$ cat src/rtl/pipe_trace_pkg.sv
// Shared encodings and rd_data field layout for the WB-stage trace buffer.
// Entry layout, MSB first: {pc, instr, rd, wdata, we, flush}.
package pipe_trace_pkg;

  typedef enum logic [1:0] {
    TR_IDLE  = 2'd0,
    TR_ARMED = 2'd1,
    TR_POST  = 2'd2,
    TR_DONE  = 2'd3
  } tr_state_e;

  localparam int INSTR_W = 32;
  localparam int RD_W    = 5;
  localparam int FLAG_W  = 2;

  localparam int OFF_FLUSH = 0;
  localparam int OFF_WE    = 1;
  localparam int OFF_WDATA = 2;

  function automatic int entry_w(input int xlen, input int pc_w);
    return pc_w + INSTR_W + RD_W + xlen + FLAG_W;
  endfunction

  function automatic int off_rd(input int xlen);
    return OFF_WDATA + xlen;
  endfunction

  function automatic int off_instr(input int xlen);
    return off_rd(xlen) + RD_W;
  endfunction

  function automatic int off_pc(input int xlen);
    return off_instr(xlen) + INSTR_W;
  endfunction

endpackage

$ cat src/rtl/pipe_trace_buffer_if.sv
// Sample, trigger-control and drain signals of the trace buffer.
// slave = trace unit side, master = core/debug side.
interface pipe_trace_buffer_if
  import pipe_trace_pkg::*;
#(
  parameter int XLEN  = 64,
  parameter int PC_W  = 64,
  parameter int DEPTH = 16,
  parameter int CNT_W = $clog2(DEPTH)
);
  localparam int EW = entry_w(XLEN, PC_W);

  logic              smp_valid;
  logic [PC_W-1:0]   smp_pc;
  logic [31:0]       smp_instr;
  logic [4:0]        smp_rd;
  logic [XLEN-1:0]   smp_wdata;
  logic              smp_we;
  logic              smp_flush;
  logic              arm;
  logic              trig_en;
  logic [PC_W-1:0]   trig_pc;
  logic              force_trig;
  logic [CNT_W-1:0]  post_cnt;
  logic              rd_ready;
  logic              rd_valid;
  logic [EW-1:0]     rd_data;
  logic [CNT_W:0]    level;
  tr_state_e         state;
  logic              triggered;
  logic              wrapped;

  modport slave (
    input  smp_valid, smp_pc, smp_instr, smp_rd, smp_wdata, smp_we, smp_flush,
    input  arm, trig_en, trig_pc, force_trig, post_cnt, rd_ready,
    output rd_valid, rd_data, level, state, triggered, wrapped
  );

  modport master (
    output smp_valid, smp_pc, smp_instr, smp_rd, smp_wdata, smp_we, smp_flush,
    output arm, trig_en, trig_pc, force_trig, post_cnt, rd_ready,
    input  rd_valid, rd_data, level, state, triggered, wrapped
  );

endinterface

$ cat src/rtl/trace_ram.sv
// DEPTH x W register array: one synchronous write port, combinational read port.
// Contents are not reset; validity is tracked by the owner's pointers.
module trace_ram #(
  parameter int DEPTH = 16,
  parameter int W     = 8,
  parameter int AW    = $clog2(DEPTH)
) (
  input  logic          clk,
  input  logic          we,
  input  logic [AW-1:0] waddr,
  input  logic [W-1:0]  wdata,
  input  logic [AW-1:0] raddr,
  output logic [W-1:0]  rdata
);

  logic [W-1:0] mem [DEPTH];

  always_ff @(posedge clk) begin
    if (we) mem[waddr] <= wdata;
  end

  assign rdata = mem[raddr];

endmodule

$ cat src/rtl/pipe_trace_buffer.sv
// Circular capture of WB events; stops post_cnt samples after a trigger, then drains
// oldest-first with zero-latency rd_data; rd_ready low holds the head entry in place.
module pipe_trace_buffer
  import pipe_trace_pkg::*;
#(
  parameter int XLEN  = 64,
  parameter int PC_W  = 64,
  parameter int DEPTH = 16,
  parameter int CNT_W = $clog2(DEPTH)
) (
  input logic clk,
  input logic rst,
  pipe_trace_buffer_if.slave bus
);

  localparam int EW = entry_w(XLEN, PC_W);
  localparam logic [CNT_W:0]   FULL     = (CNT_W+1)'(DEPTH);
  localparam logic [CNT_W:0]   LVL_ONE  = (CNT_W+1)'(1);
  localparam logic [CNT_W-1:0] PTR_ONE  = CNT_W'(1);
  localparam logic [CNT_W-1:0] POST_MAX = CNT_W'(DEPTH-1);

  tr_state_e        state_q, state_d;
  logic [CNT_W-1:0] wr_ptr, rd_ptr, post_q, post_ld;
  logic [CNT_W:0]   level_q;
  logic             triggered_q, wrapped_q;
  logic             trig_hit, wr_en, rd_fire;
  logic [EW-1:0]    wr_entry, rd_entry;

  // Clamp keeps the trigger entry inside the window once capture stops.
  assign post_ld = (bus.post_cnt >= POST_MAX) ? POST_MAX : bus.post_cnt;

  always_ff @(posedge clk or posedge rst) begin
    if (rst) state_q <= TR_IDLE;
    else     state_q <= state_d;
  end

  always_comb begin
    state_d  = state_q;
    wr_en    = 1'b0;
    rd_fire  = 1'b0;
    trig_hit = 1'b0;
    if (bus.arm) begin
      state_d = TR_ARMED;
    end else begin
      case (state_q)
        TR_ARMED: begin
          wr_en    = bus.smp_valid;
          trig_hit = bus.force_trig |
                     (bus.trig_en & bus.smp_valid & (bus.smp_pc == bus.trig_pc));
          if (trig_hit) state_d = (post_ld == '0) ? TR_DONE : TR_POST;
        end
        TR_POST: begin
          wr_en = bus.smp_valid;
          if (wr_en && post_q == PTR_ONE) state_d = TR_DONE;
        end
        TR_DONE: begin
          rd_fire = bus.rd_ready && (level_q != '0);
          if (level_q == '0 || (rd_fire && level_q == LVL_ONE)) state_d = TR_IDLE;
        end
        default: ;
      endcase
    end
  end

  always_ff @(posedge clk or posedge rst) begin
    if (rst) begin
      wr_ptr      <= '0;
      rd_ptr      <= '0;
      level_q     <= '0;
      post_q      <= '0;
      triggered_q <= 1'b0;
      wrapped_q   <= 1'b0;
    end else if (bus.arm) begin
      wr_ptr      <= '0;
      rd_ptr      <= '0;
      level_q     <= '0;
      post_q      <= '0;
      triggered_q <= 1'b0;
      wrapped_q   <= 1'b0;
    end else begin
      if (wr_en) begin
        wr_ptr <= wr_ptr + PTR_ONE;
        // Full buffer: newest overwrites oldest, so the read side slides too.
        if (level_q == FULL) begin
          rd_ptr    <= rd_ptr + PTR_ONE;
          wrapped_q <= 1'b1;
        end else begin
          level_q <= level_q + LVL_ONE;
        end
      end
      if (trig_hit) begin
        triggered_q <= 1'b1;
        post_q      <= post_ld;
      end else if (wr_en && state_q == TR_POST) begin
        post_q <= post_q - PTR_ONE;
      end
      if (rd_fire) begin
        rd_ptr  <= rd_ptr + PTR_ONE;
        level_q <= level_q - LVL_ONE;
      end
    end
  end

  assign wr_entry = {bus.smp_pc, bus.smp_instr, bus.smp_rd, bus.smp_wdata,
                     bus.smp_we, bus.smp_flush};

  trace_ram #(.DEPTH(DEPTH), .W(EW), .AW(CNT_W)) u_ram (
    .clk   (clk),
    .we    (wr_en),
    .waddr (wr_ptr),
    .wdata (wr_entry),
    .raddr (rd_ptr),
    .rdata (rd_entry)
  );

  assign bus.rd_valid  = (state_q == TR_DONE) && (level_q != '0);
  assign bus.rd_data   = bus.rd_valid ? rd_entry : '0;
  assign bus.level     = level_q;
  assign bus.state     = state_q;
  assign bus.triggered = triggered_q;
  assign bus.wrapped   = wrapped_q;

endmodule

$ cat src/flat_wrapper.sv
// flat-port wrapper written by rule: the top's interface ports become plain ports
module pipe_trace_buffer_flat import pipe_trace_pkg::*;
#(
  parameter int XLEN  = 64,
  parameter int PC_W  = 64,
  parameter int DEPTH = 16,
  parameter int CNT_W = $clog2(DEPTH)
)
  (clk, rst, bus_smp_valid, bus_smp_pc, bus_smp_instr, bus_smp_rd, bus_smp_wdata, bus_smp_we, bus_smp_flush, bus_arm, bus_trig_en, bus_trig_pc, bus_force_trig, bus_post_cnt, bus_rd_ready, bus_rd_valid, bus_rd_data, bus_level, bus_state, bus_triggered, bus_wrapped);
  pipe_trace_buffer_if #(.XLEN(XLEN), .PC_W(PC_W), .DEPTH(DEPTH), .CNT_W(CNT_W)) bus_i ();
  input logic clk;
  input logic rst;
  input wire logic [$bits(bus_i.smp_valid)-1:0] bus_smp_valid;
  input wire logic [$bits(bus_i.smp_pc)-1:0] bus_smp_pc;
  input wire logic [$bits(bus_i.smp_instr)-1:0] bus_smp_instr;
  input wire logic [$bits(bus_i.smp_rd)-1:0] bus_smp_rd;
  input wire logic [$bits(bus_i.smp_wdata)-1:0] bus_smp_wdata;
  input wire logic [$bits(bus_i.smp_we)-1:0] bus_smp_we;
  input wire logic [$bits(bus_i.smp_flush)-1:0] bus_smp_flush;
  input wire logic [$bits(bus_i.arm)-1:0] bus_arm;
  input wire logic [$bits(bus_i.trig_en)-1:0] bus_trig_en;
  input wire logic [$bits(bus_i.trig_pc)-1:0] bus_trig_pc;
  input wire logic [$bits(bus_i.force_trig)-1:0] bus_force_trig;
  input wire logic [$bits(bus_i.post_cnt)-1:0] bus_post_cnt;
  input wire logic [$bits(bus_i.rd_ready)-1:0] bus_rd_ready;
  output wire logic [$bits(bus_i.rd_valid)-1:0] bus_rd_valid;
  output wire logic [$bits(bus_i.rd_data)-1:0] bus_rd_data;
  output wire logic [$bits(bus_i.level)-1:0] bus_level;
  output wire logic [$bits(bus_i.state)-1:0] bus_state;
  output wire logic [$bits(bus_i.triggered)-1:0] bus_triggered;
  output wire logic [$bits(bus_i.wrapped)-1:0] bus_wrapped;
  assign bus_i.smp_valid = bus_smp_valid;
  assign bus_i.smp_pc = bus_smp_pc;
  assign bus_i.smp_instr = bus_smp_instr;
  assign bus_i.smp_rd = bus_smp_rd;
  assign bus_i.smp_wdata = bus_smp_wdata;
  assign bus_i.smp_we = bus_smp_we;
  assign bus_i.smp_flush = bus_smp_flush;
  assign bus_i.arm = bus_arm;
  assign bus_i.trig_en = bus_trig_en;
  assign bus_i.trig_pc = bus_trig_pc;
  assign bus_i.force_trig = bus_force_trig;
  assign bus_i.post_cnt = bus_post_cnt;
  assign bus_i.rd_ready = bus_rd_ready;
  assign bus_rd_valid = bus_i.rd_valid;
  assign bus_rd_data = bus_i.rd_data;
  assign bus_level = bus_i.level;
  assign bus_state = bus_i.state;
  assign bus_triggered = bus_i.triggered;
  assign bus_wrapped = bus_i.wrapped;
  pipe_trace_buffer #(.XLEN(XLEN), .PC_W(PC_W), .DEPTH(DEPTH), .CNT_W(CNT_W)) u_core (.clk(clk), .rst(rst), .bus(bus_i));
endmodule
$ cat config.mk
export PLATFORM = sky130hd
export DESIGN_NAME = pipe_trace_buffer_flat
export DESIGN_NICKNAME = d
export VERILOG_FILES = /design/src/rtl/pipe_trace_pkg.sv /design/src/rtl/pipe_trace_buffer_if.sv /design/src/rtl/trace_ram.sv /design/src/rtl/pipe_trace_buffer.sv /design/src/flat_wrapper.sv
export SDC_FILE = /design/constraint.sdc
export NUM_CORES = 2
export LEC_CHECK = 0
export CORE_ASPECT_RATIO = 2
export CORE_MARGIN = 3
export CORE_UTILIZATION = 45
export DETAILED_ROUTE_END_ITERATION = 10
export SLEW_MARGIN = 10
export SYNTH_ARGS = -nofsm -noshare
export SYNTH_HDL_FRONTEND = slang
export SYNTH_SLANG_ARGS = --single-unit
$ cat constraint.sdc
create_clock -name clk -period 22.8 [get_ports clk]
set_input_delay 4.56 -clock clk [delete_from_list [all_inputs] [get_ports clk]]
set_output_delay 4.56 -clock clk [all_outputs]
set_load 0.01 [all_outputs]
==> results.yml <==
timing:
  worst_pin_slew_ns: 1.16
  drv_slew: 0
  setup_viol: 0
  final.min_clock_period_ns: 11.79
  skew_ns: 0.0270
  fmaxAchievable_mhz: 84.8
  setup_ws_ns: 11.01
  rsz0062_at_grt: "false"
  fin_crit_sh_pct: 51.7
  fin_tns_setup_ns: 0
  hold_violations: 0
  slew_headroom_pct: 22.4
logic_synthesis:
  seq_area_frac_synth_pct: 78.2
  synth.avg_cell_area_um2: 24.9
  synth_flop_cell: "edfxtp_1"
  synth-simple-area-share_pct: 1.54
  yosysUniqueCellTypes: 38
  synth_mux_area_share_pct: 18.2
  synth_xor_area_share_pct: 0.653
  syn_inst: 4147
  synth_edf_count: 2672
  synth-seq-cells: 2693
  synth_top_family_by_area: "multiplexers"
  syn-num-nets: 4404
  ys_warn_count: 0
  synth_compound_area_share_pct: 0.177
  async_reset_ff_share_pct: 0.780
  synthesis.area_um2: 103000
  synthAdderAreaFrac_pct: 0.182
power_and_ir_drop:
  seqPwrFrac_pct: 54.4
  clkPwrFrac_pct: 37.6
  swShare_pct: 21.7
  power_frac_comb_pct: 8.1
  p_switching_mw: 2.23
  ir_drop_v: 0.0000676
  internal-power_mw: 8.05
  power.leakage_nw: 35.2
  powerDensity_nw_per_um2: 86.8
routing:
  routed_via_density: 5.95
  wl_per_cell_um: 32.9
  drc: 0
  routed_wl_um: 260000
  dr.pass1.iters: 5
  detailedRoute.firstIterationViolations: 4491
  num_vias: 46938
  ant_nets: 0
worst_setup_path:
  critPathArrivalTime_ns: 7.23
  reg2reg_depth: 9
  worstPathMaxFanout: 103
  r2r-end: "u_core.u_ram.mem[13][134]"
  cp_top_family: "buffers and inverters"
  critPathSlowestCell: "dfrtp_4"
  crit_type: "flop to primary output"
  crit_chain: "buf_12 -> buf_4 -> buf_4 -> buf_4 -> mux4_2 -> mux4_2 -> nor2b_1 -> clkdlybuf4s50_1"
  start_kind: "flop"
  max_stage_delay_ns: 0.97
  crit_buf_inv: 5
  worst_path_most_repeated_cell: "buf_4"
  startpoint: "u_core.rd_ptr[0]"
  cp.depth: 8
  crit_end: "bus_rd_data[54]"
  timing.rr.start: "u_core.bus.state[0]"
  endpoint_kind: "primary output"
  r2r_setup_slack_ns: 17.59
  worstPathRequired_ns: 18.24
outcome:
  status: "completed"
clock_tree:
  cts_resized: 0
  cts.path.max_buffers: 4
  cts.sinks: 2693
  cts_root_buffer: "clkbuf_16"
  clk_pin_slew_ns: 0.07
  numCtsBuffers: 234
  cts_hold_buffers: 0
  post_cts_buffers: 0
  cts_tree: "done"
  htree_levels: 4
  worstSkewPairLatency_ns: 0.87
finish:
  syn_to_final_growth_pct: 14.8
  layout.nets: 4953
  fin_util_pct: 52.0
  drive_gt1_share_pct: 26.2
  final_common_cell: "edfxtp_1"
  final_cell_mix: "2,672 x edfxtp_1, 835 x mux4_2, 418 x clkdlybuf4s50_1"
  fin_area_um2: 119000
global_route:
  antenna_found_initial: 35
  grtUsageTotal_pct: 22.2
  grt_pass1_wl_um: 370000
  globalRouteOverflowTotal: 0
  grt_max_degree: 140
  grt_pass1_vias: 50011
placed_design:
  portBuffers: 418
  pre_cts_ws_ns: 11.51
  gp_congestion: 0.763
  placed_cell_area_um2: 111000
  dp.final_hpwl_um: 136000
die:
  die_area_um2: 236000
  num_rows: 248
  die_w_um: 345
  pin_count: 419
  die_h_um: 683
  core_um2: 228000
  start_util_pct: 45.3
worst_hold_path:
  hp-class: "flop to flop"
  min_path_cells: 2
run:
  max_cap_violations: 0
-- flip-flops by register name (all words and copies together) (netlist names) --
| register | count |
|---|---|
| u_core.post_q | 4 |
| u_core.bus.state | 2 |
| u_core.bus.triggered | 1 |
| u_core.u_ram.mem | 2672 |
| u_core.bus.level | 5 |
| u_core.wr_ptr | 4 |
| u_core.rd_ptr | 4 |
| u_core.bus.wrapped | 1 |
-- metal layers --
| metal | GRT usage (%) | part of all wire (%) | vias to the layer above |
|---|---|---|---|
| met5 | 0 | 0.069 | - |
| met4 | 4.84 | 2.0 | 30 |
| met3 | 3.32 | 6.4 | 333 |
| met2 | 37.2 | 51 | 1622 |
| met1 | 31.0 | 40 | 26035 |
| li1 | - | - | 18918 |
-- worst min path at each step --
stage / start / end
after global placement: u_core.bus.wrapped / u_core.bus.wrapped
after floorplan: u_core.bus.triggered / u_core.bus.triggered
final: u_core.bus.wrapped / u_core.bus.wrapped
after CTS: u_core.bus.triggered / u_core.bus.triggered
after global routing: u_core.bus.wrapped / u_core.bus.wrapped
after detailed placement: u_core.bus.triggered / u_core.bus.triggered
-- cells by family (layout without fill, tap and decap cells) --
| family | Yosys count | count (layout) |
|---|---|---|
| flip-flops | 2693 | 2693 |
| multiplexers | 836 | 836 |
| AND/OR/NAND/NOR | 273 | 273 |
| buffers and inverters | 226 | 957 |
| XOR/XNOR | 77 | 77 |
| AO/OA/AOI/OAI | 27 | 27 |
| adder cells (fa/ha/maj) | 15 | 15 |
| other | 0 | 11 |
-- final cells by class --
| type | instances | area, µm² |
|---|---|---|
| tap | 3000 | 3750 |
| timing repair buffer | 522 | 5080 |
| clock inverter | 139 | 1210 |
| inverter | 17 | 63.8 |
| antenna | 11 | 27.5 |
| sequential | 2693 | 80800 |
| fill | 17627 | 110000 |
| multi-input combinational | 1228 | 21500 |
| clock buffer | 279 | 6070 |
-- power by group through the flow --
| stage | Clock, mW | Sequential (mW) | Combinational, mW |
|---|---|---|---|
| CTS | 3.96 | 5.59 | 0.852 |
| global placement | 0 | 5.69 | 0.842 |
| floorplan | 0 | 5.71 | 0.434 |
| global route | 4.13 | 5.60 | 0.891 |
| finish | 3.87 | 5.59 | 0.828 |
| detailed placement | 0 | 5.70 | 0.849 |
-- synth_stat cells (3+ instances only) --
| master | number | area, µm² |
|---|---|---|
| nand3_1 | 8 | 40.0 |
| nand2_1 | 24 | 90.1 |
| xor2_1 | 65 | 569 |
| clkbuf_1 | 108 | 405 |
| nand2b_1 | 3 | 18.8 |
| buf_2 | 46 | 230 |
| nor2_1 | 23 | 86.3 |
| buf_6 | 4 | 45.0 |
| o32ai_1 | 4 | 35.0 |
| nor3_1 | 4 | 20.0 |
| nor2b_1 | 168 | 1050 |
| buf_1 | 25 | 93.8 |
| edfxtp_1 | 2672 | 80200 |
| ha_1 | 15 | 188 |
| nand4_1 | 8 | 50.1 |
| o21ai_1 | 4 | 20.0 |
| inv_1 | 17 | 63.8 |
| xnor2_1 | 12 | 105 |
| a21oi_1 | 6 | 30.0 |
| buf_4 | 26 | 195 |
| dfrtp_1 | 21 | 526 |
| a31oi_1 | 3 | 18.8 |
| mux4_2 | 835 | 18800 |
| and2_1 | 14 | 87.6 |
| nor4_1 | 17 | 106 |
-- worst reg2reg max path: cells and delay by family (launching register included) --
family | cells | cell delay [ns]
flops | 1 | 0.44
buf+inv | 4 | 2.35
fa+ha+maj | 1 | 0.30
simple gates | 4 | 1.67
-- stage by stage --
| stage | instances | hold slack [ns] | total power [mW] |
|---|---|---|---|
| floorplan | 4147 | 0.542 | 6.14 |
| global placement | 7459 | 0.506 | 6.54 |
| detailed placement | 7459 | 0.501 | 6.55 |
| CTS | 7877 | 0.531 | 10.4 |
| global route | 7881 | 0.566 | 10.6 |
| finish | 7889 | 0.525 | 10.3 |
Note: power is estimated with default switching activity, not from simulation.
